[src/rtl/mux_rr_arbiter_if.sv]
// Handshake and mux-control bundle between the four requesters, the 4:1 mux and the arbiter.
// Arbiter sees the master view; requesters/consumer see the slave view.
interface mux_rr_arbiter_if;
    logic [3:0] req;
    logic       out_ready;
    logic [1:0] sel;
    logic [3:0] grant;
    logic [3:0] req_ready;
    logic       out_valid;
    logic       busy;

    // Handshake: a beat transfers on any cycle where out_valid and out_ready are both high;
    // the granted requester holds req high until req_ready[i] shows its beat was taken.
    modport master (
        input  req,
        input  out_ready,
        output sel,
        output grant,
        output req_ready,
        output out_valid,
        output busy
    );

    modport slave (
        output req,
        output out_ready,
        input  sel,
        input  grant,
        input  req_ready,
        input  out_valid,
        input  busy
    );
endinterface

[src/rtl/mux_rr_arbiter.sv]
// Round-robin arbiter steering a 4:1 mux between four requesters, with a per-tenure burst limit.
// busy is the registered FSM state (high exactly in GRANT).
module mux_rr_arbiter #(
    parameter int MAX_BURST = 4,
    parameter int CNT_W     = 4
) (
    input logic              clk,
    input logic              rst,
    mux_rr_arbiter_if.master bus
);

    typedef enum logic {IDLE, GRANT} state_t;

    localparam logic [CNT_W-1:0] LAST_BEAT = CNT_W'(MAX_BURST - 1);

    state_t           state;
    logic [1:0]       sel_q;
    logic [3:0]       grant_q;
    logic             busy_q;
    logic [CNT_W-1:0] cnt;
    logic [1:0]       ptr;

    logic             out_valid;
    logic             beat;
    logic             release_now;
    logic [1:0]       arb_base;
    logic [2:0]       arb;

    // Returns {found, winner}; search starts just after base so base itself is checked last.
    function automatic logic [2:0] rr_pick(input logic [3:0] r, input logic [1:0] base);
        logic [2:0] res;
        logic [1:0] idx;
        res = 3'b000;
        for (int k = 1; k <= 4; k++) begin
            idx = base + 2'(k);
            if (!res[2] && r[idx]) res = {1'b1, idx};
        end
        return res;
    endfunction

    always_comb begin
        out_valid   = (state == GRANT) && bus.req[sel_q];
        beat        = out_valid && bus.out_ready;
        release_now = (beat && (cnt == LAST_BEAT)) || !bus.req[sel_q];
        arb_base    = (state == GRANT) ? sel_q : ptr;
        arb         = rr_pick(bus.req, arb_base);
    end

    always_ff @(posedge clk) begin
        if (rst) begin
            state   <= IDLE;
            sel_q   <= 2'd0;
            grant_q <= 4'b0000;
            busy_q  <= 1'b0;
            cnt     <= '0;
            ptr     <= 2'd3;
        end else begin
            case (state)
                IDLE: begin
                    if (arb[2]) begin
                        state   <= GRANT;
                        sel_q   <= arb[1:0];
                        grant_q <= 4'b0001 << arb[1:0];
                        busy_q  <= 1'b1;
                        cnt     <= '0;
                        ptr     <= arb[1:0];
                    end
                end
                GRANT: begin
                    if (release_now) begin
                        // Re-arbitrate in the same cycle so back-to-back tenures have no bubble.
                        if (arb[2]) begin
                            sel_q   <= arb[1:0];
                            grant_q <= 4'b0001 << arb[1:0];
                            cnt     <= '0;
                            ptr     <= arb[1:0];
                        end else begin
                            state   <= IDLE;
                            grant_q <= 4'b0000;
                            busy_q  <= 1'b0;
                            cnt     <= '0;
                        end
                    end else if (beat) begin
                        cnt <= cnt + 1'b1;
                    end
                end
                default: begin
                    state   <= IDLE;
                    grant_q <= 4'b0000;
                    busy_q  <= 1'b0;
                end
            endcase
        end
    end

    assign bus.sel       = sel_q;
    assign bus.grant     = grant_q;
    assign bus.busy      = busy_q;
    assign bus.out_valid = out_valid;
    assign bus.req_ready = grant_q & {4{bus.out_ready}};

endmodule

[src/flat_wrapper.sv]
// flat-port wrapper written by rule: the top's interface ports become plain ports
module mux_rr_arbiter_flat 
#(
    parameter int MAX_BURST = 4,
    parameter int CNT_W     = 4
)
  (clk, rst, bus_req, bus_out_ready, bus_sel, bus_grant, bus_req_ready, bus_out_valid, bus_busy);
  mux_rr_arbiter_if bus_i ();
  input logic clk;
  input logic rst;
  input wire logic [$bits(bus_i.req)-1:0] bus_req;
  input wire logic [$bits(bus_i.out_ready)-1:0] bus_out_ready;
  output wire logic [$bits(bus_i.sel)-1:0] bus_sel;
  output wire logic [$bits(bus_i.grant)-1:0] bus_grant;
  output wire logic [$bits(bus_i.req_ready)-1:0] bus_req_ready;
  output wire logic [$bits(bus_i.out_valid)-1:0] bus_out_valid;
  output wire logic [$bits(bus_i.busy)-1:0] bus_busy;
  assign bus_i.req = bus_req;
  assign bus_i.out_ready = bus_out_ready;
  assign bus_sel = bus_i.sel;
  assign bus_grant = bus_i.grant;
  assign bus_req_ready = bus_i.req_ready;
  assign bus_out_valid = bus_i.out_valid;
  assign bus_busy = bus_i.busy;
  mux_rr_arbiter #(.MAX_BURST(MAX_BURST), .CNT_W(CNT_W)) u_core (.clk(clk), .rst(rst), .bus(bus_i));
endmodule
[config.mk]
export PLATFORM = sky130hd
export DESIGN_NAME = mux_rr_arbiter_flat
export DESIGN_NICKNAME = d
export VERILOG_FILES = /design/src/rtl/mux_rr_arbiter_if.sv /design/src/rtl/mux_rr_arbiter.sv /design/src/flat_wrapper.sv
export SDC_FILE = /design/constraint.sdc
export NUM_CORES = 1
export LEC_CHECK = 0
export CORE_MARGIN = 2
export CORE_UTILIZATION = 47
export DETAILED_ROUTE_END_ITERATION = 12
export PLACE_DENSITY = 0.77
export SYNTH_ARGS = -nofsm -noshare
export SYNTH_HDL_FRONTEND = slang
export SYNTH_SLANG_ARGS = --single-unit
[constraint.sdc]
create_clock -name clk -period 2.7 [get_ports clk]
set_clock_uncertainty 0.2 [all_clocks]
set_input_delay 0.54 -clock clk [delete_from_list [all_inputs] [get_ports clk]]
set_output_delay 0.54 -clock clk [all_outputs]
set_load 0.005 [all_outputs]
==> out/qor.csv <==
metric,value,unit
critical_path_class,primary input to output pin,
grt_max_degree,10,
clock_power_share,21.6,%
grt_pass1_wl,3150,µm
drtIter0Drc,20,
grtUsageTotal,22.2,%
fin_nets,126,
synth_nets,97,
place_ws,0.0710,ns
cp-end-kind,output pin,
clockBufferDepth,2,
drive_gt1_share,12.9,%
clk_pin_slew,0.08,ns
synthArstFlopShare,0,%
power_density,549,mW/mm²
path_buf_inv,2,
area_delta_synth_final,34.7,%
rsz0062_at_grt,false,
crit_family,buffers and inverters,
peakVddDrop,407,µV
placed_cells,129,
min_period,2.62,ns
sw_frac_of_total,31.3,%
worst_ep_arrival_time,1.88,ns
vias,744,
p_int,387,µW
yosysUniqueCellTypes,26,
h-tree-depth,1,
pwr-share-seq,44.6,%
ant_nets,0,
maxSlewViolCount,0,
syn_area,761,µm²
grt_pass1_vias,730,
synth-warning-count,0,
synth_flop_cell,dfxtp_1,
start_util,50.5,%
fillers,144,
cts.hold.buffers_added,0,
overflow,0,
startpoint_type,primary input,
cpMostUsedCell,clkdlybuf4s50_1,
postSynthAreaPerCell,8.55,µm²
ios,19,
die-area,0.00196,mm²
postLayoutSetupSlackWorst,0.0753,ns
hpwlAfterDp,1390,µm
cp_slowest_cell,clkdlybuf4s50_1,
via_per_inst,5.64,
rows,14,
outcome,finished clean,
critPathMaxFanout,5,
synth_edf_count,0,
clock_latency,0.29,ns
timing.slew.headroom,75.6,%
antenna_found_initial,0,
fmax,0.381,GHz
totalWireLength,1880,µm
report.final.hold_viol_count,0,
syn_inst,89,
die_y,44.2,µm
detail_route.wl_per_cell,14.2,µm
dr.pass1.iters,4,
tightest_slew,0.366,ns
die-width,44.2,µm
n_antenna_cell,0,
drc_errors,0,
ys_seq_area_share,36.8,%
cts-resized-gates,0,
cts.sinks,14,
placeableCoreArea,0.00151,mm²
pwr-share-comb,33.8,%
worstPathCellList,clkdlybuf4s50_1 -> mux2i_1 -> o22ai_2 -> clkdlybuf4s50_1,
gp_congestion,0.861,
root_buffer,clkbuf_4,
final_cells,132,
leakage,0.420,nW
cts_tree,done,
cap_viol_max_count,0,
synth-seq-cells,14,
numCtsBuffers,3,
port_buffers,18,
post-cts-setup-buffers,0,
period_share,97.2,%
p_sw,176,µW
setup_viol_count_final,0,
max_stage_delay,0.55,ns
required,1.96,ns
hold_class,register to register,
postLayoutCoreUtil,68.0,%
final.setup.tns,0,ns
area by class of cell:
type                            count  area, µm²  share of cell area [%]
Inverter                            3       11.3                    1.10
Tap cell                           16       20.0                    1.95
Sequential cell                    14        280                    27.4
Timing Repair Buffer               25        233                    22.7
Clock buffer                        3       22.5                    2.20
Multi-Input combinational cell     71        458                    44.7
routing by layer:
metal  global-route usage (%)  share of wire, %  wire length (µm)  vias to the layer above
met5                        0                 0                 0                        -
met4                     11.5               1.3                25                        0
met3                     5.71               5.2                97                        2
met2                     35.9                48               903                       25
met1                     27.1                45               854                      345
li1                         -                 -                 -                      372
tightest hold or removal path: stages, from the launching register on:
cell,delay (ns)
dfxtp_1,0.32
nand2_1,0.05
a21oi_1,0.06
path summary, 6_finish.rpt:
path,cells past startpoint,end,from,slack [ns]
max,4,bus_out_valid,bus_req[0],0.08
min,2,u_core.bus.grant[0]$_SDFFE_PP0P_,u_core.bus.grant[0]$_SDFFE_PP0P_,0.28
max reg2reg,5,u_core.bus.grant[1]$_SDFFE_PP0P_,u_core.state$_SDFF_PP0_,0.49
min reg2reg,2,u_core.bus.grant[0]$_SDFFE_PP0P_,u_core.bus.grant[0]$_SDFFE_PP0P_,0.28
power by group through the flow:
stage	clock, mW	sequential (mW)	combinational (mW)
CTS	0.120	0.252	0.190
global route	0.133	0.255	0.207
floorplan	0	0.251	0.105
detailed placement	0	0.257	0.187
finish	0.122	0.251	0.190
global placement	0	0.255	0.183
per-stage QoR:
stage / hold slack (ns) / power (mW) / cell area, µm²
final: 0.278 / 0.563 / 1020
after global routing: 0.313 / 0.596 / 1020
after CTS: 0.283 / 0.562 / 1020
after detailed placement: 0.272 / 0.443 / 1000
after global placement: 0.264 / 0.438 / 1000
after floorplan: 0.255 / 0.356 / 761
cells by family after synthesis:
family,synth area share (%)
and+or+nand+nor,24.7
AOI/OAI and AO/OA,19.9
DFF,36.8
muxes,10.5
buffers and inverters,2.96
xor gates and xnor gates,3.45
adders and majority gates,1.64
cell usage after synthesis (2+ instances only):
library cell | n | share of area (%)
nor2_1 | 15 | 7.4
dfxtp_1 | 14 | 37
a21oi_1 | 7 | 4.6
and2_1 | 6 | 4.9
nand2_1 | 6 | 3.0
mux2i_1 | 5 | 6.6
nand2b_1 | 4 | 3.3
nand3_1 | 4 | 2.6
o21ai_0 | 4 | 2.6
inv_1 | 3 | 1.5
a21o_1 | 2 | 2.0
a32o_1 | 2 | 2.6
mux2_4 | 2 | 3.9
nand4_1 | 2 | 1.6
xnor2_1 | 2 | 2.3
registers in the layout, summed over array words and instances, names as in the netlist:
signal	count
u_core.ptr	2
u_core.bus.busy	1
u_core.bus.grant	4
u_core.state	1
u_core.bus.sel	2
u_core.cnt	4
placed cells by master (no fill, tap or decap), types with 2 or more instances in the layout:
master            n
o21ai_0           4
mux2_4            2
nand3_1           4
nand2_1           6
a21oi_1           7
clkbuf_4          3
buf_4             7
a32o_1            2
and2_1            6
nand2b_1          4
clkdlybuf4s50_1  18
a21o_1            2
inv_1             3
mux2i_1           5
nand4_1           2
nor2_1           15
xnor2_1           2
dfxtp_1          14
(Power assumes the default switching activity.)
